<file path="src/rtl/joyport_pkg.sv">
// rtl/joyport_pkg.sv - shared types, mode encodings and defaults for the joystick/mouse port arbiter
package joyport_pkg;

    typedef enum logic [1:0] {
        ST_JOY        = 2'd0,
        ST_PEND_MOUSE = 2'd1,
        ST_MOUSE      = 2'd2,
        ST_PEND_JOY   = 2'd3
    } joy_state_t;

    localparam logic [1:0] MODE_AUTO  = 2'b00;
    localparam logic [1:0] MODE_JOY   = 2'b01;
    localparam logic [1:0] MODE_MOUSE = 2'b10;

    // ~100 us of strobe silence at 21.48 MHz
    localparam int GUARD_CYCLES_DEFAULT = 2148;

    // Both 00 and 11 select automatic arbitration.
    function automatic logic is_auto(input logic [1:0] mode);
        return (mode != MODE_JOY) && (mode != MODE_MOUSE);
    endfunction

    // Gamepad {f2,f1,up,down,left,right} active-high -> port pins {f2,f1,right,left,down,up} active-low.
    function automatic logic [5:0] joy_to_port(input logic [5:0] joy);
        return ~{joy[5], joy[4], joy[0], joy[1], joy[2], joy[3]};
    endfunction

endpackage

</file>
<file path="src/rtl/strobe_quiet_timer.sv">
// rtl/strobe_quiet_timer.sv - strobe edge detector with a saturating quiet-interval counter
module strobe_quiet_timer
    import joyport_pkg::*;
#(
    parameter int GUARD_CYCLES = GUARD_CYCLES_DEFAULT
) (
    input  logic clk_sys,
    input  logic reset,
    input  logic strobe,
    input  logic restart,
    output logic quiet
);

    localparam int CNT_W = $clog2(GUARD_CYCLES + 1);
    localparam logic [CNT_W-1:0] CNT_MAX = CNT_W'(GUARD_CYCLES);

    logic             strobe_prev;
    logic [CNT_W-1:0] quiet_cnt;
    logic             strobe_edge;

    assign strobe_edge = strobe ^ strobe_prev;
    assign quiet       = (quiet_cnt == CNT_MAX);

    // restart lets the arbiter measure a fresh interval from the moment a switch is requested
    always_ff @(posedge clk_sys or posedge reset) begin
        if (reset) begin
            strobe_prev <= 1'b0;
            quiet_cnt   <= '0;
        end else begin
            strobe_prev <= strobe;
            if (strobe_edge || restart)
                quiet_cnt <= '0;
            else if (quiet_cnt != CNT_MAX)
                quiet_cnt <= quiet_cnt + 1'b1;
        end
    end

endmodule

</file>
<file path="src/rtl/joyport_arbiter.sv">
// rtl/joyport_arbiter.sv - hands MSX joystick port A to either a gamepad or a PS/2 mouse during strobe silence
module joyport_arbiter
    import joyport_pkg::*;
#(
    parameter int GUARD_CYCLES = GUARD_CYCLES_DEFAULT
) (
    input  logic       clk_sys,
    input  logic       reset,
    input  logic [1:0] mode,
    input  logic [5:0] joy,
    input  logic [5:0] mouse_data,
    input  logic       mouse_act,
    input  logic       port_str,
    output logic [5:0] port_data,
    output logic       mouse_str,
    output logic       use_mouse
);

    joy_state_t state;
    joy_state_t state_next;

    logic [5:0] joy_q;
    logic       mouse_act_q;
    logic       port_str_q;

    logic       joy_req;
    logic       mouse_req;
    logic       auto_mode;
    logic       quiet;
    logic       restart;
    logic       mouse_owner;
    logic [5:0] port_data_next;

    always_ff @(posedge clk_sys or posedge reset) begin
        if (reset) begin
            joy_q       <= '0;
            mouse_act_q <= 1'b0;
            port_str_q  <= 1'b0;
        end else begin
            joy_q       <= joy;
            mouse_act_q <= mouse_act;
            port_str_q  <= port_str;
        end
    end

    assign joy_req   = |joy_q;
    assign mouse_req = ~mouse_act_q;
    assign auto_mode = is_auto(mode);

    assign restart = ((state == ST_JOY)   && (state_next == ST_PEND_MOUSE)) ||
                     ((state == ST_MOUSE) && (state_next == ST_PEND_JOY));

    strobe_quiet_timer #(
        .GUARD_CYCLES (GUARD_CYCLES)
    ) u_quiet (
        .clk_sys (clk_sys),
        .reset   (reset),
        .strobe  (port_str_q),
        .restart (restart),
        .quiet   (quiet)
    );

    always_ff @(posedge clk_sys or posedge reset) begin
        if (reset)
            state <= ST_JOY;
        else
            state <= state_next;
    end

    always_comb begin
        state_next = state;
        case (state)
            ST_JOY: begin
                if (mode == MODE_MOUSE)
                    state_next = ST_PEND_MOUSE;
                else if (auto_mode && mouse_req && !joy_req)
                    state_next = ST_PEND_MOUSE;
            end
            // A mouse request that vanishes before the handover is dropped, so the
            // reset value of the mouse_act register cannot cause a stray switch.
            ST_PEND_MOUSE: begin
                if (mode == MODE_JOY)
                    state_next = ST_JOY;
                else if (auto_mode && (joy_req || !mouse_req))
                    state_next = ST_JOY;
                else if (quiet)
                    state_next = ST_MOUSE;
            end
            ST_MOUSE: begin
                if ((mode == MODE_JOY) || (auto_mode && joy_req))
                    state_next = ST_PEND_JOY;
            end
            ST_PEND_JOY: begin
                if (mode == MODE_MOUSE)
                    state_next = ST_MOUSE;
                else if (quiet)
                    state_next = ST_JOY;
            end
            default: state_next = ST_JOY;
        endcase
    end

    always_comb begin
        mouse_owner    = (state == ST_MOUSE) || (state == ST_PEND_JOY);
        port_data_next = mouse_owner ? mouse_data : joy_to_port(joy_q);
    end

    always_ff @(posedge clk_sys or posedge reset) begin
        if (reset) begin
            port_data <= 6'h3F;
            use_mouse <= 1'b0;
        end else begin
            port_data <= port_data_next;
            use_mouse <= mouse_owner;
        end
    end

    assign mouse_str = use_mouse & port_str_q;

endmodule
</file>
<file path="config.mk">
export PLATFORM = sky130hd
export DESIGN_NAME = joyport_arbiter
export DESIGN_NICKNAME = d
export VERILOG_FILES = /design/src/rtl/joyport_pkg.sv /design/src/rtl/strobe_quiet_timer.sv /design/src/rtl/joyport_arbiter.sv
export SDC_FILE = /design/constraint.sdc
export NUM_CORES = 1
export LEC_CHECK = 0
export ABC_CLOCK_PERIOD_IN_PS = 3480
export BUFFER_PORTS_ARGS = -buffer_cell sky130_fd_sc_hd__buf_2
export CAP_MARGIN = 20
export CORE_MARGIN = 4
export CORE_UTILIZATION = 53
export CTS_CLUSTER_DIAMETER = 200
export DETAILED_ROUTE_END_ITERATION = 10
export GPL_TIMING_DRIVEN = 0
export PLACE_DENSITY = 0.88
export SLEW_MARGIN = 30
export SYNTH_ARGS = -nofsm -noshare
export SYNTH_HDL_FRONTEND = slang
export SYNTH_SLANG_ARGS = --single-unit
</file>
<file path="constraint.sdc">
create_clock -name clk_sys -period 3.48 [get_ports clk_sys]
set_input_delay 0.522 -clock clk_sys [delete_from_list [all_inputs] [get_ports clk_sys]]
set_output_delay 0.522 -clock clk_sys [all_outputs]
set_load 0.005 [all_outputs]
</file>
After elaboration in Yosys (flattened, before gate mapping)

Index checks and enable logic that the tools add are counted.

Register bits: 30
Bits in latches: 0
Bits in writable memories: 0
Bits in read-only memories: 0
Input bits: 18
Word-level logic and storage cells: 52
Memories: 0

Add/subtract/negate cells: 1
Multiply operators: 0
Div/mod/pow operators: 0
Magnitude comparators: 0
Eq/ne operators: 11
Shifts and indexed selects: 0
Muxes and demuxes: 12
Bitwise gates (word level): 4
Reduce and logical (&&, ||, !) cells: 16

Operators with widths:

| kind                    | number |
|---|---|
| $mux W12                | 2 |
| $mux W2                 | 8 |
| $add A12 B1 Y12 const B | 1 |
| $eq A12 B12 Y1 const B  | 1 |
| $ne A12 B12 Y1 const B  | 1 |
| $eq A2 B2 Y1 const B    | 4 |
| $pmux W2 S4             | 1 |
| $logic_and A1 B1 Y1     | 7 |
| $eq A2 B1 Y1 const B    | 3 |
| $mux W6                 | 1 |
| $not A6 Y6              | 1 |
| $reduce_or A6 Y1        | 1 |
| $logic_or A1 B1 Y1      | 5 |
| $logic_not A2 Y1        | 1 |
| $ne A2 B1 Y1 const B    | 1 |
| $ne A2 B2 Y1 const B    | 1 |
| $reduce_bool A2 Y1      | 1 |
| $and A1 B1 Y1           | 1 |
| $logic_not A1 Y1        | 1 |
| $not A1 Y1              | 1 |
| $xor A1 B1 Y1           | 1 |

Logic depth before layout (Yosys ltp)

Gate-level depths: netlist (run 1).

Depth in word-level cells: 12
Gate-level depth with buffers: 7
Mapped depth without buffers: 6

Modules after synthesis

Synthesis (run 1) repeated with hierarchy kept, for this count alone.

Cells, all modules: 139
Area, all modules: 1435.1 µm²

Modules (own cells, without submodules):

| module             | times used | cells each | area an instance (µm²) |
|---|---|---|---|
| strobe_quiet_timer | 1          | 83         | 779.5 |
| joyport_arbiter    | 1          | 56         | 655.6 |

Worst setup path before layout (run 1)

No wires, ideal clock.

Kind: reg-to-reg
Start point: reg u_quiet.quiet_cnt[0]
End point: reg state[0]
Library setup time: 0.123 ns
Data arrival time: 1.535 ns
Required time: 3.357 ns
Path slack: 1.823 ns
Stages on the path, launching flop included: 8
Buffers on the path: 1
Clock period less this slack: 1.657 ns
Cells stage by stage: dfrtp_1 -> inv_1 -> ha_1 -> nor4b_1 -> and4_1 -> clkbuf_1 -> inv_1 -> o221a_2

Cells in the longest elaborated chain, start to end: 5
Elaborated cells on any way between the ends: 7
Classes of those cells: eq/ne: 1; mux: 6

RTL lines:

| item                   | RTL line                 | RTL |
|---|---|---|
| start, declared        | strobe_quiet_timer.sv:18 | `logic [CNT_W-1:0] quiet_cnt;` |
| start signal, assigned | strobe_quiet_timer.sv:34 | `quiet_cnt <= quiet_cnt + 1'b1;` |
| $eq A12 B12 Y1 (*)     | strobe_quiet_timer.sv:22 | `assign quiet = (quiet_cnt == CNT_MAX);` |
| $mux W2                | joyport_arbiter.sv:86    | `else if (quiet)` |
| $mux W2                | joyport_arbiter.sv:84    | `else if (auto_mode && (joy_req \|\| !mouse_req))` |
| $mux W2                | joyport_arbiter.sv:82    | `if (mode == MODE_JOY)` |
| $pmux W2 S4 (*)        | joyport_arbiter.sv:72    | `case (state)` |
| net state_next[0]      | joyport_arbiter.sv:20    | `joy_state_t state_next;` |
| end signal, assigned   | joyport_arbiter.sv:67    | `state <= state_next;` |
| end, declared          | joyport_arbiter.sv:19    | `joy_state_t state;` |

Mark *: on every way through the listed nets, which the timed path passes. The rest lies on a longest branch.
A chain may end at the register's enable or synchronous reset.

Worst setup path after layout (run 1)

Same ends and word-level chain as after synthesis.

==> impl_metrics.yaml, run 1 <==
sta:
  post-route-period-util_pct: 55.1
  rsz0062_at_grt: "no"
  finalSetupTns_ns: 0
  timing_hold_violations_final: 0
  drv_slew: 0
  clock_skew_ns: 0.0128
  layout_setup_ws_ns: 1.56
  relSlewSlack_pct: 60.5
  clock.fmax_ghz: 0.522
  fin_crit_ns: 1.92
  worstMarginPinSlew_ns: 0.592
  setup_viol: 0
grt:
  grt_usage_pct: 17.9
  grt_pass1_wl_mm: 4.61
  met1_usage_pct: 20.5
  gr-usage-met2_pct: 30.4
  antenna_found_initial: 0
  grt_pass1_vias: 1089
  grt_max_degree: 31
  global_route.usage.met3_pct: 6.75
  grt-busiest-layer: "met2"
  globalRouteOverflowTotal: 0
cts:
  path_clk_slew_ns: 0.10
  ctsResizeCount: 0
  cts_hold_buffers: 0
  htreeDepth: 2
  clock-sinks: 30
  cts_tree: "done"
  numCtsBuffers: 5
  cts-root-buf: "clkbuf_4"
  cts_setup_buffers: 0
  clockBufferDepth: 2
  clk_latency_ns: 0.33
power:
  peakVddDrop_uv: 432
  power_density_mw_per_mm2: 479
  leakage_nw: 0.723
floorplanning:
  die_x_um: 59.3
  floorplan.die_area_mm2: 0.00351
  start_util_pct: 55.8
  num_rows: 18
  ios: 26
  core_area_mm2: 0.00250
  fp.dieH_um: 59.3
yosys:
  ys_top_cells_by_area: "dfrtp_1 (43%), dfstp_2 (11%), nor2_1 (3.8%), xnor2_1 (3.8%), ha_1 (3.6%)"
  syn_avg_cell_area_um2: 10.8
  synth_top_area_cell: "dfrtp_1"
  synthFlopType: "dfrtp_1"
  syn-cell-area_mm2: 0.00139
  synth-edff-count: 0
  synth_fp_nets: 151
  yosysWarningCount: 0
  synth_top_area_share_pct: 43.1
  synth_async_sr_flop_share_pct: 100
  synth_seq_cells: 30
  ys_seq_area_share_pct: 54.4
  ys_types: 39
  synthCells: 129
setup_path:
  cp.required_ns: 3.71
  cp-start-kind: "register"
  crit_path_end_kind: "register"
  worstSetupPathType: "reg -> reg"
  critPathArrivalTime_ns: 2.15
  worst-path-max-fanout: 6
routing:
  ant_nets: 0
  vias: 1023
  totalWireLength_mm: 2.60
  drt_iter0_markers: 28
  first_pass_iters: 5
  post_drt_via_cell_ratio: 5.33
  wl_per_cell_um: 13.6
  route.detailed.drc: 0
placement:
  place.gp.congestion: 0.854
  io_buffers: 25
  dp_worst_setup_slack_ns: 1.58
  dp_hpwl_mm: 2.00
job:
  max_cap_viol_count: 0
layout:
  area_growth_pct: 17.2
  final_layout_size_suffix_gt1_share_pct: 29.6
  final_nets: 183
  final_cell_mix: "buf_2 (26), dfrtp_1 (24), nor2_1 (14)"
  antenna_cells: 0
  mostFrequentLayoutCell: "buf_2"
worst_hold_path:
  hp-class: "in -> async"
status:
  status: "finished, final reports clean"
## stage by stage
step                instance area (um2)  utilization (%)  std cells  hold slack, ns  power, mW
CTS                                1630             65.4        192           0.256      0.790
global route                       1630             65.4        192           0.274      0.825
finish                             1630             65.4        192           0.243      0.782
global placement                   1560             62.3        184           0.396      0.512
detailed placement                 1560             62.3        184           0.426      0.521
floorplan                          1390                -        129           0.384      0.485
## routing by layer
layer	share of wire (%)	routed length, um
met1	40	1040
met2	54	1410
met3	5.0	130
met5	0	0
met4	1.0	26
## final cells by class
type	instances	area [um2]
plain buffers	6	31.3
clock buffers	5	37.5
clock inverters	3	40.0
fillers	186	866
inverters	10	37.5
multi-input cells	83	567
flip-flops and latches	30	758
well taps	30	37.5
repair buffers	25	125
## report_power, final
part / internal [mW] / switching (mW)
registers: 0.372 / 0.0138
logic: 0.0607 / 0.0681
clock network: 0.149 / 0.118
total: 0.582 / 0.200
## worst max-delay path: stages (launching register included)
cell and delay, ns:
dfrtp_1 0.42, inv_1 0.10, ha_1 0.14, nor4b_1 0.23, and4_1 0.23, clkbuf_1 0.27, inv_1 0.12, o221a_2 0.30
## sequential cells by signal, summed over array words and instances, names as in the netlist
name,cells
joy_q,6
mouse_act_q,1
port_data,6
port_str_q,1
state,2
u_quiet.quiet_cnt,12
u_quiet.strobe_prev,1
use_mouse,1
## cell usage after synthesis (2+ instances only)
cell / number
a21oi_1: 2
and2_1: 2
and4_1: 2
clkbuf_1: 4
dfrtp_1: 24
dfstp_2: 6
ha_1: 4
inv_1: 10
mux2i_1: 2
nand2_1: 11
nand3_1: 3
nand4_1: 2
nor2_1: 14
nor2b_1: 2
nor3_1: 3
o21ai_0: 7
xnor2_1: 6
xor2_1: 4
## cells by family (layout without fill, tap and decap cells)
logic type,after synthesis,after routing,synth area share [%]
fa+ha+maj,4,4,3.59
flops,30,30,54.4
buf+inv,16,49,4.94
simple gates,49,49,18.7
xor+xnor,10,10,6.28
compound gates,18,18,10.7
mux,2,2,1.44
## path summary, 6_finish.rpt
check                           slack, ns  cells past startpoint                    to                 start
worst min-delay path                 0.24                      2              joy_q[2]                 reset
worst max register to register       1.56                      7              state[0]  u_quiet.quiet_cnt[0]
min in group clk_sys                 0.29                      1              joy_q[0]                joy[0]
worst max-delay path                 1.56                      7              state[0]  u_quiet.quiet_cnt[0]
worst min register to register       0.43                      1          port_data[0]              joy_q[3]
max in group asynchronous            2.84                      2  u_quiet.quiet_cnt[7]                 reset
No activity file was read; power rests on OpenSTA's default activity.
==> inputs of run 2 (changes only) <==
- ABC_CLOCK_PERIOD_IN_PS: 3480 -> 1600
- CORE_UTILIZATION: 53 -> 48
- PLACE_DENSITY: 0.88 -> 0.84
- clock period: 3.48 -> 1.6 ns (I/O delays scaled with it)
==> run 2 against run 1 <==
  * The run now ends with setup timing left
  * Register-to-register slack got worse by 1.7 ns
  * Global-route usage increased by 1.4 points
  * Sequential share of layout area is 4.9 points lower
  * Hold slack got worse by 0.23 ns
  * Die area is 9.0% higher
  * Clock power is 120% higher
  * Critical path depth decreased by 3
  * Non-clock buffer count grew 20
  * Sequential power up 120%
  * Final cell count increased by 11%
  * Routed wire length is 24% higher
  * Fmax rose by 10%
==> impl_metrics.yaml, run 2 (same netlist as run 1, synthesis figures left out) <==
floorplanning:
  start_util_pct: 50.5
  core_area_mm2: 0.00276
  num_rows: 19
  floorplan.die_area_mm2: 0.00383
  fp.dieH_um: 61.9
  ios: 26
  die_x_um: 61.9
sta:
  clock_skew_ns: 0.00705
  relSlewSlack_pct: 60.1
  fin_crit_ns: 1.74
  drv_slew: 0
  finalSetupTns_ns: -1.57
  rsz0062_at_grt: "yes"
  worstMarginPinSlew_ns: 0.597
  timing_hold_violations_final: 0
  post-route-period-util_pct: 109
  setup_viol: 14
  clock.fmax_ghz: 0.574
  layout_setup_ws_ns: -0.141
routing:
  post_drt_via_cell_ratio: 5.47
  drt_iter0_markers: 61
  first_pass_iters: 4
  wl_per_cell_um: 15.1
  totalWireLength_mm: 3.22
  route.detailed.drc: 0
  ant_nets: 0
  vias: 1165
placement:
  place_inst: 185
  place.gp.congestion: 0.858
  dp_worst_setup_slack_ns: -0.126
  dp_hpwl_mm: 1.94
  io_buffers: 25
setup_path:
  crit_cells: 4
  crit_path_end_kind: "register"
  cp-start-kind: "register"
  reg2reg_slack_ns: -0.14
  cp.required_ns: 1.82
  r2r-start: "joy_q[1]"
  r2r-end: "state[0]"
  worst-path-max-fanout: 3
  reg2reg_depth: 4
  critPathSlowestCell: "or4_4"
  cp-startpoint: "joy_q[1]"
  path_buf_inv: 0
  path_delay_family: "compound AO/OA/AOI/OAI gates"
  max_stage_delay_ns: 0.56
  path_cells: "or4_4 > o31ai_4 > a31oi_1 > o221a_2"
  cp-endpoint: "state[0]"
  worstSetupPathType: "reg -> reg"
  critPathArrivalTime_ns: 1.96
cts:
  htreeDepth: 2
  clk_latency_ns: 0.33
  numCtsBuffers: 5
  cts_tree: "done"
  clock-sinks: 30
  clockBufferDepth: 2
  cts-root-buf: "clkbuf_4"
  path_clk_slew_ns: 0.10
worst_hold_path:
  hp-class: "in -> reg"
power:
  seqPwrFrac_pct: 45.4
  peakVddDrop_uv: 769
  power_density_mw_per_mm2: 1010
  p_clk_share_pct: 31.9
  p_sw_mw: 0.489
  leakage_nw: 0.822
  intPower_mw: 1.35
  sw_frac_of_total_pct: 26.6
  p_comb_share_pct: 22.7
status:
  violations: "setup timing"
  status: "complete, but fails checks"
layout:
  reg_top3: "u_quiet.quiet_cnt: 12 flops, joy_q: 6 flops, port_data: 6 flops"
  final_cell_mix: "buf_2 (26), dfrtp_1 (24), nor2_1 (14)"
  antenna_cells: 0
  top_register: "u_quiet.quiet_cnt"
  post_layout_nonfiller_instances: 213
  largest_register_ff_count: 12
  mostFrequentLayoutCell: "buf_2"
  area_growth_pct: 31.1
  final_layout_size_suffix_gt1_share_pct: 36.3
  final_nets: 203
grt:
  antenna_found_initial: 0
  globalRouteOverflowTotal: 0
  grt_max_degree: 31
  grt_pass1_wl_mm: 5.22
  grt_usage_pct: 19.3
  grt_pass1_vias: 1148
job:
  max_cap_viol_count: 0
[run 2: how the worst min path moves through the flow]
stage	startpoint	depth (start not counted)	end	slack [ns]
final	joy[4]	1	joy_q[4]	0.01
after global routing	joy[4]	1	joy_q[4]	0.0007
after CTS	mouse_act	1	mouse_act_q	0.001
after detailed placement	reset	2	u_quiet.quiet_cnt[1]	0.35
after global placement	mouse_act	1	mouse_act_q	0.35
after floorplan	joy[0]	0	joy_q[0]	0.27
[run 2: layout make-up]
class / count / area (um2)
multi-input cells: 83 / 581
well taps: 31 / 38.8
clock buffers: 5 / 37.5
plain buffers: 6 / 41.3
inverters: 10 / 37.5
fillers: 177 / 931
flip-flops and latches: 30 / 758
clock inverters: 3 / 40.0
repair buffers: 45 / 293
[run 2: repair_timing]
action                     4_1_cts  5_1_grt
pin swaps                        5        0
hold endpoints to repair        25        5
gates cloned                     0        0
hold buffers                     2        5
gates resized for setup          5        1
buffers inserted                12        1
setup endpoints to repair       14       14
[run 2: per-stage QoR]
stage                     instance area (um2)  hold slack, ns  power (mW)  util [%]
after CTS                                1760         0.00133        1.81      64.0
after detailed placement                 1560           0.345        1.14      56.5
after global routing                     1830        0.000676        1.93      66.2
after global placement                   1560           0.347        1.11      56.5
after floorplan                          1400           0.271        1.06         -
final                                    1830          0.0130        1.84      66.2
[run 2: power groups by stage]
stage	Combinational [mW]	Clock (mW)	Sequential (mW)
after CTS	0.381	0.599	0.832
after detailed placement	0.287	0	0.853
final	0.418	0.586	0.834
after floorplan	0.207	0	0.849
after global routing	0.459	0.634	0.838
after global placement	0.262	0	0.851
[run 2: per-layer routing]
layer / global-route usage [%] / up-vias / share of wire (%)
met3: 6.20 / 10 / 5.8
met2: 32.9 / 47 / 53
li1: - / 540 / -
met1: 22.4 / 568 / 39
met5: 0 / - / 0
met4: 8.18 / 0 / 2.5
